==> src/rtl/ex_muldiv_seq_pkg.sv <==
// Shared encodings for the EX-stage multiply/divide sequencer: op codes,
// FSM state encodings and small op-decoding helpers.
package ex_muldiv_seq_pkg;

    localparam logic [1:0] MDU_MUL  = 2'b00;
    localparam logic [1:0] MDU_MULH = 2'b01;
    localparam logic [1:0] MDU_DIV  = 2'b10;
    localparam logic [1:0] MDU_REM  = 2'b11;

    typedef enum logic [1:0] {
        MDU_IDLE = 2'b00,
        MDU_CALC = 2'b01,
        MDU_DONE = 2'b10
    } mdu_state_e;

    // DIV and REM share the restoring-division path
    function automatic logic mdu_is_div(input logic [1:0] op);
        return op[1];
    endfunction

    // MULH and REM both take the upper half of the accumulator
    function automatic logic mdu_hi_half(input logic [1:0] op);
        return op[0];
    endfunction

endpackage

==> src/rtl/ex_muldiv_seq_muldiv_step.sv <==
// One combinational iteration of the shared accumulator: shift-add for
// multiply, restore-or-subtract and shift for unsigned division.
module ex_muldiv_seq_muldiv_step
    import ex_muldiv_seq_pkg::*;
#(
    parameter int W = 16
) (
    input  logic [1:0]     op,
    input  logic [2*W-1:0] acc,
    input  logic [W-1:0]   opnd,
    output logic [2*W-1:0] acc_next
);

    logic [W:0]   sum_s;
    logic [W-1:0] shifted_lo_s;
    logic [W:0]   sub_s;
    logic         borrow_s;

    // Multiply: acc = {partial product, remaining multiplier bits}.
    // Divide: acc = {partial remainder, remaining dividend / quotient bits}.
    always_comb begin
        sum_s        = {1'b0, acc[2*W-1:W]} + (acc[0] ? {1'b0, opnd} : {(W+1){1'b0}});
        shifted_lo_s = acc[2*W-2:W-1];
        sub_s        = {1'b0, shifted_lo_s} - {1'b0, opnd};
        // If the remainder MSB shifts out, the shifted value exceeds any divisor
        borrow_s     = sub_s[W] & ~acc[2*W-1];
        if (mdu_is_div(op)) begin
            if (borrow_s) begin
                acc_next = {shifted_lo_s, acc[W-2:0], 1'b0};
            end else begin
                acc_next = {sub_s[W-1:0], acc[W-2:0], 1'b1};
            end
        end else begin
            acc_next = {sum_s, acc[W-1:1]};
        end
    end

endmodule

==> src/rtl/ex_muldiv_seq.sv <==
// Iterative unsigned MUL/MULH/DIV/REM sequencer beside the EX-stage ALU.
// Holds the pipeline via stall while iterating; returns a one-cycle done pulse.
module ex_muldiv_seq
    import ex_muldiv_seq_pkg::*;
#(
    parameter int CPU_WIDTH = 16,
    parameter int CNT_W     = 5
) (
    input  logic                 clk,
    input  logic                 rst,
    input  logic                 start,
    input  logic [1:0]           op,
    input  logic [CPU_WIDTH-1:0] a,
    input  logic [CPU_WIDTH-1:0] b,
    input  logic                 flush,
    output logic                 stall,
    output logic                 busy,
    output logic                 done,
    output logic [CPU_WIDTH-1:0] result,
    output logic                 div_by_zero
);

    mdu_state_e             state_q, state_d;
    logic [1:0]             op_q, op_d;
    logic [2*CPU_WIDTH-1:0] acc_q, acc_d;
    logic [CPU_WIDTH-1:0]   opnd_q, opnd_d;
    logic [CNT_W-1:0]       cnt_q, cnt_d;
    logic                   busy_q, busy_d;
    logic                   done_q, done_d;
    logic [CPU_WIDTH-1:0]   result_q, result_d;
    logic                   dbz_q, dbz_d;
    logic [2*CPU_WIDTH-1:0] step_acc_s;

    ex_muldiv_seq_muldiv_step #(.W(CPU_WIDTH)) u_muldiv_step (
        .op       (op_q),
        .acc      (acc_q),
        .opnd     (opnd_q),
        .acc_next (step_acc_s)
    );

    // Next-state, datapath loads and registered-output updates
    always_comb begin
        state_d  = state_q;
        op_d     = op_q;
        acc_d    = acc_q;
        opnd_d   = opnd_q;
        cnt_d    = cnt_q;
        done_d   = 1'b0;
        result_d = result_q;
        dbz_d    = dbz_q;
        case (state_q)
            MDU_IDLE: begin
                if (start && !flush) begin
                    op_d  = op;
                    cnt_d = {CNT_W{1'b0}};
                    if (mdu_is_div(op)) begin
                        opnd_d = b;
                        acc_d  = {{CPU_WIDTH{1'b0}}, a};
                    end else begin
                        opnd_d = a;
                        acc_d  = {{CPU_WIDTH{1'b0}}, b};
                    end
                    if (mdu_is_div(op) && (b == {CPU_WIDTH{1'b0}})) begin
                        state_d  = MDU_DONE;
                        done_d   = 1'b1;
                        result_d = mdu_hi_half(op) ? a : {CPU_WIDTH{1'b1}};
                        dbz_d    = 1'b1;
                    end else begin
                        state_d = MDU_CALC;
                    end
                end else begin
                    state_d = MDU_IDLE;
                end
            end
            MDU_CALC: begin
                if (flush) begin
                    state_d = MDU_IDLE;
                end else begin
                    acc_d = step_acc_s;
                    cnt_d = cnt_q + CNT_W'(1);
                    if (cnt_q == CNT_W'(CPU_WIDTH - 1)) begin
                        state_d  = MDU_DONE;
                        done_d   = 1'b1;
                        result_d = mdu_hi_half(op_q) ? step_acc_s[2*CPU_WIDTH-1:CPU_WIDTH]
                                                     : step_acc_s[CPU_WIDTH-1:0];
                        dbz_d    = 1'b0;
                    end else begin
                        state_d = MDU_CALC;
                    end
                end
            end
            MDU_DONE: begin
                state_d = MDU_IDLE;
            end
            default: begin
                state_d = MDU_IDLE;
            end
        endcase
        busy_d = (state_d == MDU_CALC) || (state_d == MDU_DONE);
    end

    // State, datapath and output registers
    always_ff @(posedge clk or posedge rst) begin
        if (rst) begin
            state_q  <= MDU_IDLE;
            op_q     <= 2'b00;
            acc_q    <= {(2*CPU_WIDTH){1'b0}};
            opnd_q   <= {CPU_WIDTH{1'b0}};
            cnt_q    <= {CNT_W{1'b0}};
            busy_q   <= 1'b0;
            done_q   <= 1'b0;
            result_q <= {CPU_WIDTH{1'b0}};
            dbz_q    <= 1'b0;
        end else begin
            state_q  <= state_d;
            op_q     <= op_d;
            acc_q    <= acc_d;
            opnd_q   <= opnd_d;
            cnt_q    <= cnt_d;
            busy_q   <= busy_d;
            done_q   <= done_d;
            result_q <= result_d;
            dbz_q    <= dbz_d;
        end
    end

    // Reset gates stall so a start held through reset cannot freeze EX
    assign stall       = ~rst & (((state_q == MDU_IDLE) & start & ~flush) | (state_q == MDU_CALC));
    assign busy        = busy_q;
    assign done        = done_q;
    assign result      = result_q;
    assign div_by_zero = dbz_q;

endmodule

==> config.mk <==
export PLATFORM = sky130hd
export DESIGN_NAME = ex_muldiv_seq
export DESIGN_NICKNAME = d
export VERILOG_FILES = /design/src/rtl/ex_muldiv_seq_pkg.sv /design/src/rtl/ex_muldiv_seq_muldiv_step.sv /design/src/rtl/ex_muldiv_seq.sv
export SDC_FILE = /design/constraint.sdc
export NUM_CORES = 1
export LEC_CHECK = 0
export CAP_MARGIN = 15
export CORE_MARGIN = 3
export CORE_UTILIZATION = 30
export CTS_CLUSTER_DIAMETER = 150
export DETAILED_ROUTE_END_ITERATION = 8
export PLACE_DENSITY = 0.52
export SLEW_MARGIN = 20
export SYNTH_ARGS = -nofsm -noshare
export SYNTH_HDL_FRONTEND = slang
export SYNTH_SLANG_ARGS = --single-unit
==> constraint.sdc <==
create_clock -name clk -period 6.15 [get_ports clk]
set_clock_uncertainty 0.15 [all_clocks]
set_input_delay 1.23 -clock clk [delete_from_list [all_inputs] [get_ports clk]]
set_output_delay 1.23 -clock clk [all_outputs]
set_load 0.01 [all_outputs]
==> impl_metrics.tcl <==
set metrics [dict create \
    status "completed" \
    final_max_slew_viol_count 0 \
    dpl_cell_area_um2 6524 \
    period_minus_slack_ns 4.856 \
    synthArstFlopShare_pct 100.0 \
    power.density_nw_per_um2 501.0 \
    htreeDepth 3 \
    hold_class "register to register" \
    ioPinCount 58 \
    drt_pre_antenna_iters 6 \
    critPathSlowestCell "or4b_2" \
    wl_mm 18.17 \
    fin_area_um2 6830 \
    wl_per_cell_um 18.99 \
    rsz0062_at_grt "false" \
    synth-main-ff-cell "dfrtp_1" \
    area_growth_pct 19.04 \
    dieHeight_um 144.3 \
    cts_sinks 75 \
    syn_inst 682 \
    yosys.area.top_type "dfrtp_1" \
    synth_commonest_cells "nand2_1, dfrtp_1, o21ai_0, a21oi_1, nor2_1" \
    rr_worst_depth 10 \
    grt-ovfl-total 0 \
    seq_area_um2 1877 \
    critical-path-max-stage-delay_ns 0.96 \
    ir_worst_vdd_uv 165.7 \
    final_util_pct 37.14 \
    cts_made_buffers 9 \
    finalSetupViolations 0 \
    yosysUniqueCellTypes 68 \
    drive_gt1_share_pct 7.830 \
    worstHoldPathCells 2 \
    cts_buffer_depth 2 \
    ctsHoldBuffers 0 \
    period_share_pct 78.95 \
    hold_viol 0 \
    hp-start "result[10]" \
    root_buffer "clkbuf_16" \
    start_util_pct 31.20 \
    core_area_um2 18390 \
    final_nets 797 \
    required_ns 4.77 \
    leakage_nw 3.038 \
    maxCapViolCount 0 \
    die_w_um 144.3 \
    dieArea_um2 20820 \
    syn_nets 756 \
    clk_pin_slew_ns 0.05 \
    routed_via_density 5.475 \
    synth_edf_count 0 \
    cts_resized 0 \
    avgSynthCellArea_um2 8.413 \
    fillers 1891 \
    crit_path_frequent_cell "clkdlybuf4s50_1" \
    cts_tree "built" \
    yosysTopAreaCellShare_pct 32.71 \
    gp_congestion 0.8654 \
    portBuffers 57 \
    rr_startpoint "acc_q[0]" \
    cp-end-kind "output pin" \
    yosysSeqAreaShare_pct 32.71 \
    grt_pass1_wl_mm 29.16 \
    fmax_ghz 0.2059 \
    slew_headroom_pct 27.72 \
    antenna_found_initial 0 \
    ys_ff_latch 75 \
    clkLatencyLatePin_ns 0.33 \
    startpoint "flush" \
    num_rows 49 \
    ys_warn_count 0 \
    dp_hpwl_mm 14.03 \
    antennaDiodeCount 0 \
    netlist_area_um2 5738 \
    setup_tns_ns 0 \
    path_max_fanout 34 \
    crit_path_start_kind "input pin" \
    drc 0 \
    crit_chain "clkdlybuf4s50_1 > or4b_2 > a21oi_1 > clkdlybuf4s50_1" \
    path_class "input pin to output pin" \
    tightest_slew_ns 1.082 \
    drtAntennaViolNets 0 \
    synth_area_leaders "dfrtp_1, ha_1, mux2i_1" \
    multiInputGateArea_um2 3585 \
    grt_max_degree 51 \
    arrival_ns 3.48 \
    grt_pass1_vias 5148 \
    grt_util_all_layers_pct 17.82 \
    postCtsSetupRepairBufs 0 \
    drtIter0Drc 327 \
    vias 5240 \
    synth.most_common_cell "nand2_1" \
]
[sequential cells by signal, summed over array words and instances, names as in the netlist]
register and count:
op_q 2, busy 1, result 16, cnt_q 5
state_q 1, done 1, opnd_q 16, acc_q 32
div_by_zero 1
[placed cells by master, fill, tap and decap left out, drive strengths merged, types with 4 or more instances in the layout]
cell type / synthesis / final
a211o: 5 / 5
nand2b: 6 / 6
mux2: 16 / 16
a211oi: 7 / 7
o211ai: 6 / 6
and2: 16 / 16
ha: 34 / 34
clkdlybuf4s50: 0 / 56
xnor2: 13 / 13
a21o: 6 / 6
o21ai: 74 / 74
clkinv: 1 / 5
nor2b: 10 / 10
nor2: 45 / 45
nor3: 13 / 13
and3: 4 / 4
dfrtp: 75 / 75
o21a: 7 / 7
or3: 4 / 4
a221oi: 6 / 6
inv: 39 / 38
clkbuf: 26 / 12
mux2i: 36 / 36
o221ai: 4 / 4
a21oi: 56 / 56
buf: 9 / 9
nand3: 7 / 7
o31ai: 5 / 5
xor2: 8 / 8
nand2: 78 / 78
a22o: 6 / 6
a32o: 5 / 5
a31oi: 5 / 5
o22ai: 5 / 5
nor4: 4 / 4
nand4: 5 / 5
[layout make-up]
class                      instances  share of cell area (%)
multi-input combinational        532                   52.48
clock buffer                      12                   3.755
clock inverter                     4                  0.7144
sequential                        75                   27.48
tap                              229                   4.195
timing repair buffer              65                   9.159
inverter                          40                   2.217
[where the power goes]
| part | switching (W) | total [W] | leakage [nW] | internal, W |
|---|---|---|---|---|
| logic | 0.00113 | 0.00198 | 1.94 | 0.000844 |
| registers | 0.000220 | 0.000902 | 0.949 | 0.000683 |
| clock network | 0.000206 | 0.000542 | 0.153 | 0.000336 |
[worst max-delay path, delay by kind of cell]
family          cells  cell delay, ns
buf+inv             2            1.04
simple gates        1            0.96
compound gates      1            0.23
[path summary, 6_finish.rpt]
path | to | slack [ns]
max | stall | 1.29
max in group asynchronous | result[5] | 3.68
min | result[10] | 0.35
min in group asynchronous | opnd_q[13] | 1.24
min reg2reg | result[10] | 0.35
max reg2reg | acc_q[31] | 2.21
[logic make-up after synthesis]
family / Yosys count / synth area share [%]
mux: 52 / 9.551
buf+inv: 75 / 4.993
xor+xnor: 21 / 3.205
compound gates: 220 / 24.57
simple gates: 203 / 16.86
fa+ha+maj: 36 / 8.112
flops: 75 / 32.71
[metrics by stage]
stage / power, W / instances / worst slack, ns / hold slack, ns
floorplan: 0.002221 / 682 / 2.359 / 0.3121
global placement: 0.002824 / 941 / 1.296 / 0.3356
finish: 0.003422 / 957 / 1.294 / 0.3504
global route: 0.003708 / 957 / 1.183 / 0.3932
CTS: 0.003428 / 957 / 1.281 / 0.3596
detailed placement: 0.002867 / 941 / 1.284 / 0.3347
[metal layers]
| layer | GRT usage [%] | share of wire [%] | wire (um) |
|---|---|---|---|
| met4 | 3.633 | 0.75 | 137 |
| met5 | 0 | 0 | 0 |
| met3 | 2.348 | 4.2 | 763 |
| met2 | 29.26 | 47 | 8582 |
| met1 | 25.23 | 48 | 8691 |
No activity file was read; power rests on OpenSTA's default activity.
